**src/rtl/hazard_ctrl.sv**
```systemverilog
// Load-use stall, mispredict flush and memory-wait freeze sequencing for the 5-stage core.
// Control outputs are combinational (zero latency); memory waits are bounded by a watchdog.
module hazard_ctrl #(
  parameter int MEM_TIMEOUT = 255,
  parameter int CNT_W       = 16
) (
  input  logic             clk,
  input  logic             rst_n,
  input  logic [4:0]       rs1_IF_ID,
  input  logic [4:0]       rs2_IF_ID,
  input  logic             uses_rs1,
  input  logic             uses_rs2,
  input  logic [4:0]       rd_ID_EX,
  input  logic             Mem_Read_ID_EX,
  input  logic             Miss_Prediction,
  input  logic             mem_req,
  input  logic             mem_ack,
  input  logic             cnt_clr,
  output logic             PC_Write,
  output logic             IF_ID_Write,
  output logic             IF_ID_Flush,
  output logic             ID_EX_Write,
  output logic             ID_EX_Clear,
  output logic             Pipe_Freeze,
  output logic             mem_err,
  output logic [CNT_W-1:0] stall_cnt,
  output logic [CNT_W-1:0] flush_cnt
);

  localparam int WW = $clog2(MEM_TIMEOUT + 1);

  typedef enum logic {RUN, MEM_WAIT} state_t;

  state_t        state, state_nxt;
  logic [WW-1:0] wait_cnt, wait_cnt_nxt;
  logic          freeze, timeout, load_use;
  logic          stall_inc, flush_inc;

  always_ff @(posedge clk or negedge rst_n) begin
    if (!rst_n) begin
      state    <= RUN;
      wait_cnt <= '0;
    end else begin
      state    <= state_nxt;
      wait_cnt <= wait_cnt_nxt;
    end
  end

  always_comb begin
    state_nxt    = state;
    wait_cnt_nxt = wait_cnt;
    freeze       = 1'b0;
    timeout      = 1'b0;
    case (state)
      RUN: begin
        if (mem_req && !mem_ack) begin
          state_nxt    = MEM_WAIT;
          wait_cnt_nxt = WW'(1);
          freeze       = 1'b1;
        end
      end
      MEM_WAIT: begin
        if (mem_ack) begin
          state_nxt    = RUN;
          wait_cnt_nxt = '0;
        end else if (wait_cnt == WW'(MEM_TIMEOUT)) begin
          // Watchdog expiry: let the pipeline go and flag the error.
          state_nxt    = RUN;
          wait_cnt_nxt = '0;
          timeout      = 1'b1;
        end else begin
          freeze       = 1'b1;
          wait_cnt_nxt = wait_cnt + 1'b1;
        end
      end
      default: state_nxt = RUN;
    endcase
  end

  assign load_use = Mem_Read_ID_EX && (rd_ID_EX != 5'd0) &&
                    ((uses_rs1 && (rs1_IF_ID == rd_ID_EX)) ||
                     (uses_rs2 && (rs2_IF_ID == rd_ID_EX)));

  always_comb begin
    PC_Write    = 1'b1;
    IF_ID_Write = 1'b1;
    IF_ID_Flush = 1'b0;
    ID_EX_Write = 1'b1;
    ID_EX_Clear = 1'b0;
    Pipe_Freeze = 1'b0;
    if (!rst_n) begin
      PC_Write    = 1'b0;
      IF_ID_Write = 1'b0;
      ID_EX_Write = 1'b0;
      IF_ID_Flush = 1'b1;
      ID_EX_Clear = 1'b1;
    end else if (freeze) begin
      PC_Write    = 1'b0;
      IF_ID_Write = 1'b0;
      ID_EX_Write = 1'b0;
      Pipe_Freeze = 1'b1;
    end else if (Miss_Prediction) begin
      IF_ID_Flush = 1'b1;
      ID_EX_Clear = 1'b1;
    end else if (load_use) begin
      PC_Write    = 1'b0;
      IF_ID_Write = 1'b0;
      ID_EX_Clear = 1'b1;
    end
  end

  // A mispredict subsumes a concurrent load-use bubble, so only one counter moves.
  assign stall_inc = freeze || (load_use && !Miss_Prediction);
  assign flush_inc = !freeze && Miss_Prediction;

  always_ff @(posedge clk or negedge rst_n) begin
    if (!rst_n) begin
      mem_err   <= 1'b0;
      stall_cnt <= '0;
      flush_cnt <= '0;
    end else begin
      if (timeout)
        mem_err <= 1'b1;
      if (cnt_clr)
        stall_cnt <= '0;
      else if (stall_inc && (stall_cnt != '1))
        stall_cnt <= stall_cnt + 1'b1;
      if (cnt_clr)
        flush_cnt <= '0;
      else if (flush_inc && (flush_cnt != '1))
        flush_cnt <= flush_cnt + 1'b1;
    end
  end

endmodule

```
**config.mk**
```make
export PLATFORM = sky130hd
export DESIGN_NAME = hazard_ctrl
export DESIGN_NICKNAME = d
export VERILOG_FILES = /design/src/rtl/hazard_ctrl.sv
export SDC_FILE = /design/constraint.sdc
export NUM_CORES = 1
export LEC_CHECK = 0
export CAP_MARGIN = 0
export CORE_MARGIN = 4
export CORE_UTILIZATION = 25
export CTS_CLUSTER_SIZE = 8
export DETAILED_ROUTE_END_ITERATION = 8
export PLACE_DENSITY = 0.46
export SYNTH_ARGS = -nofsm -noshare
export SYNTH_HDL_FRONTEND = slang
export SYNTH_SLANG_ARGS = --single-unit
```
**constraint.sdc**
```tcl
create_clock -name clk -period 3.3 [get_ports clk]
set_clock_uncertainty 0.1 [all_clocks]
set_input_delay 0.66 -clock clk [delete_from_list [all_inputs] [get_ports clk]]
set_output_delay 0.66 -clock clk [all_outputs]
set_load 0.005 [all_outputs]
```
# == Word level (Yosys, flattened, before mapping) ==
# Cells that the tools add are included.
# totals
reg_bits,42
inputBits,24
# op_classes
add_sub_neg,3
reduce_logical,17
n_mux,30
bitwise_logic,1
eq_ne,6
# ops
cell,count
16-bit 2-to-1 mux,4
"16-bit by 1-bit adder with 16-bit output, second input constant",2
"16-bit != test, second input constant",2
8-bit 2-to-1 mux,3
1-bit 2-to-1 mux,21
8-bit one-hot mux with 2 select lines,1
5-bit equality test,2
1-bit logical AND,9
"8-bit by 1-bit adder with 8-bit output, second input constant",1
"8-bit equality test, second input constant",1
5-bit nonzero test,1
2-bit nonzero test,2
1-bit logical NOT,3
1-bit logical OR,2
"2-bit != test, second input constant",1
1-bit one-hot mux with 2 select lines,1
1-bit NOT,1

# == Depth between registers and ports, before layout ==
# depth
depth_word,9
depth_mapped,10

# == Worst setup path before layout ==
# Ideal clock, no wire load.
# synth_timing
path_kind,in2out
from,input rd_ID_EX[1]
to,output PC_Write
setup_slack_ns,0.686
stages,4
required_time_ns,2.540
t_arrival_ns,1.854
path_cell_list,or4_1 o211a_1 a21boi_0 buf_4
# synth_between
elab_chain_cells,8
word_cells_on_any_way,12
classes_between,eq/ne: 2; mux: 4; reduce/logical: 6
# synth_lines
element,line,rtl
"start, declared",13,"input logic [4:0] rd_ID_EX,"
5-bit equality test (on tied branches),"81, 82",
1-bit logical AND (on tied branches),"81, 82",
1-bit logical OR,81,((uses_rs1 && (rs1_IF_ID == rd_ID_EX)) ||
1-bit logical AND *,80,assign load_use = Mem_Read_ID_EX && (rd_ID_EX != 5'd0) &&
1-bit 2-to-1 mux * (4 in a row),--,
"end, declared",19,"output logic PC_Write,"
# Mark *: on every way between the ends. The rest lies on a longest branch, timed or not.

# == Worst setup path after layout ==
# layout_timing
from,register wait_cnt[0]
to,output Pipe_Freeze
# layout_between
elab_chain_cells,6
# layout_lines
element,line,rtl
"start, declared",35,"logic [WW-1:0] wait_cnt, wait_cnt_nxt;"
"start signal, assigned",45,wait_cnt <= wait_cnt_nxt;
8-bit equality test,66,end else if (wait_cnt == WW'(MEM_TIMEOUT)) begin
1-bit 2-to-1 mux,66,
1-bit 2-to-1 mux,63,if (mem_ack) begin
1-bit one-hot mux with 2 select lines,54,case (state)
net freeze,36,"logic freeze, timeout, load_use;"
1-bit 2-to-1 mux,97,end else if (freeze) begin
1-bit 2-to-1 mux,91,if (!rst_n) begin
"end, declared",24,"output logic Pipe_Freeze,"
# The timed path passes the listed nets, and every way through them passes these cells.

==> impl_metrics.json <==
{
  "cellLeakagePower_uw": 0.00133,
  "startpoint_type": "flip-flop",
  "synthFlopType": "dfrtp_1",
  "min_period_ps": 3060,
  "clockBufferDepth": 2,
  "antenna_cells": 0,
  "die_h_um": 106,
  "totalPowerFinal_uw": 1200,
  "yosysSeqAreaShare_pct": 43.7,
  "drc": 0,
  "final_layout_size_suffix_gt1_share_pct": 9.23,
  "drt-vias-per-instance": 4.64,
  "crit_path_cells": "ha_1 > and3_1 > a311oi_4 > and2_1 > clkdlybuf4s50_1",
  "core_area_um2": 9330,
  "wire_length_of_the_first_global_routing_pass_um": 10900,
  "postSynthNetCount": 287,
  "clockRootBuffer": "clkbuf_8",
  "grt_antenna_before_repair": 0,
  "worst-slew-pin-transition_ps": 516,
  "syn-mean-instance-area_um2": 9.26,
  "worst_ep_required_time_ps": 2540,
  "vdd_drop_max_uv": 233,
  "finalCritPeriodShare_pct": 92.6,
  "synthArstFlopShare_pct": 100,
  "numClockSinks": 42,
  "htreeDepth": 2,
  "hold_violations": 0,
  "cap_violations": 0,
  "finalInstanceArea_um2": 3390,
  "layout_stage_area_growth_over_the_synthesis_result_pct": 41.0,
  "fin_nets": 362,
  "grt.busiest_layer": "met2",
  "via_count": 2159,
  "timing.critical_path.fanout_max": 6,
  "dp_worst_setup_slack_ps": -200,
  "worstSkewPairLatency_ps": 300,
  "ant_nets_after_route": 0,
  "cp-end-kind": "primary output",
  "synth.ff_latch_count": 42,
  "slew_headroom_pct": 65.6,
  "number_of_flops_mapped_to_enable_cells_by_yosys": 0,
  "die_area_um2": 11300,
  "maximum_number_of_pins_on_one_net_before_global_route_repair": 29,
  "gr-usage-met2_pct": 19.0,
  "fmax_mhz": 327,
  "layout_common_cells": "clkdlybuf4s50_1, dfrtp_1, nor2_1",
  "avgRoutedWirePerCell_um": 13.8,
  "ios": 63,
  "die_w_um": 106,
  "power_per_cell_area_nw_per_um2": 354,
  "setup_ws_ps": 244,
  "starting_density_of_the_core_pct": 25.8,
  "number_of_global_route_vias_before_repair": 2143,
  "rows": 35,
  "place.detailed.hpwl_um": 4790,
  "grtUsageMet1_pct": 16.3,
  "setup_viol": 0,
  "buffer_ports.inserted": 62,
  "number_of_drc_violations_after_detailed_routing_iteration_0": 82,
  "synth.lib_cells_used.distinct": 42,
  "cts-hold-fix-buffers": 0,
  "leading_cell_type_in_the_layout_fill_and_taps_excluded": "clkdlybuf4s50_1",
  "numCtsBuffers": 5,
  "run_status": "finished, final reports clean",
  "place_congestion": 0.773,
  "globalRoute.totalOverflow": 0,
  "critical_path.max_stage_delay_ps": 500,
  "totalNegativeSetupSlack_ps": 0,
  "setup.worst_path.class": "reg2out",
  "worst_path_max_delay_cell": "clkdlybuf4s50_1",
  "synth.cell_area_um2": 2410,
  "arrival_ps": 2300,
  "placed_cell_area_um2": 3240,
  "worst_setup_hold_path_clk_slew_ps": 90,
  "slew_violations": 0,
  "tritoncts_clock_tree": "built",
  "groute.usage.overall_pct": 11.9,
  "yosys_warnings": 0,
  "wl_um": 6410,
  "use_met3_pct": 2.49,
  "post_synth_inst_count": 260,
  "holdCritPathClass": "in2async",
  "rsz0062_at_grt": "no",
  "drtPass1Iterations": 4
}
Yosys cell counts (4+ instances only):
| cell | instances | area [um2] |
|---|---|---|
| nand2_1 | 18 | 67.6 |
| o21ai_1 | 9 | 45.0 |
| and4_1 | 5 | 43.8 |
| o21ai_0 | 13 | 65.1 |
| inv_1 | 5 | 18.8 |
| nand4_1 | 11 | 68.8 |
| nand3_1 | 15 | 75.1 |
| nor3_1 | 5 | 25.0 |
| clkbuf_1 | 4 | 15.0 |
| nor2_1 | 25 | 93.8 |
| a21oi_1 | 19 | 95.1 |
| o31ai_1 | 5 | 37.5 |
| and3_1 | 5 | 31.3 |
| or3_1 | 12 | 75.1 |
| xnor2_1 | 17 | 149 |
| nor2b_1 | 4 | 25.0 |
| or4_1 | 6 | 45.0 |
| xor2_1 | 7 | 61.3 |
| dfrtp_1 | 42 | 1050 |
| and2_1 | 4 | 25.0 |
where the power goes:
part	total [uW]	switching [uW]	internal, uW
clock	514	191	323
combinational	152	71.4	80.4
sequential	536	12.4	524
total	1200	274	927
cell families after synthesis:
group / after synthesis / synth area share, %
compound gates: 61 / 16.5
simple gates: 113 / 25.0
xor+xnor: 24 / 8.73
mux: 3 / 1.30
fa+ha+maj: 3 / 1.56
flops: 42 / 43.7
buf+inv: 14 / 3.27
layer usage:
layer	part of all wire (%)	vias up
met5	0	-
met4	0.98	0
met3	3.3	5
met2	47	32
met1	48	1033
li1	-	1089
final cells by class:
cell class                      instances  area [um2]
Inverter                                5        18.8
Timing Repair Buffer                   77         739
Clock buffer                            6        82.6
Clock inverter                          2        60.1
Tap cell                              129         161
Fill cell                             978        5930
Sequential cell                        42        1050
Multi-Input combinational cell        204        1280
final timing paths:
check                            start      endpoint  slack (ps)  depth (start not counted)
hold reg to reg                mem_err       mem_err         400                          1
setup reg to reg           wait_cnt[0]  stall_cnt[9]         660                          9
max in group asynchronous        rst_n  flush_cnt[0]        2550                          2
setup / recovery           wait_cnt[0]   Pipe_Freeze         240                          5
hold / removal                   rst_n  stall_cnt[9]         260                          2
min in group clk               mem_err       mem_err         400                          1
sequential cells by signal (all words and copies together), names as in the netlist:
name,cells
flush_cnt,16
mem_err,1
stall_cnt,16
state,1
wait_cnt,8
worst max-delay path, delay by kind of cell, from the launching register on:
kind	cells	cell delay (ps)
buffers and inverters	1	500
and+or+nand+nor	2	470
DFF	1	410
AOI/OAI and AO/OA	1	400
adders and majority gates	1	230
timing repair:
item / CTS / global route
hold endpoints to repair: 0 / 0
buffers inserted: 1 / 0
pin swaps: 1 / 1
endpoints found under the setup margin: 3 / 1
resized for setup: 5 / 1
per-stage QoR:
step / hold WS (ps) / cells / util (%)
6_report: 262 / 465 / 36.4
5_1_grt: 277 / 465 / 36.4
4_1_cts: 267 / 465 / 36.4
3_5_place_dp: 387 / 456 / 34.8
3_3_place_gp: 376 / 456 / 34.8
2_1_floorplan: 264 / 260 / -
(Power assumes the default switching activity.)
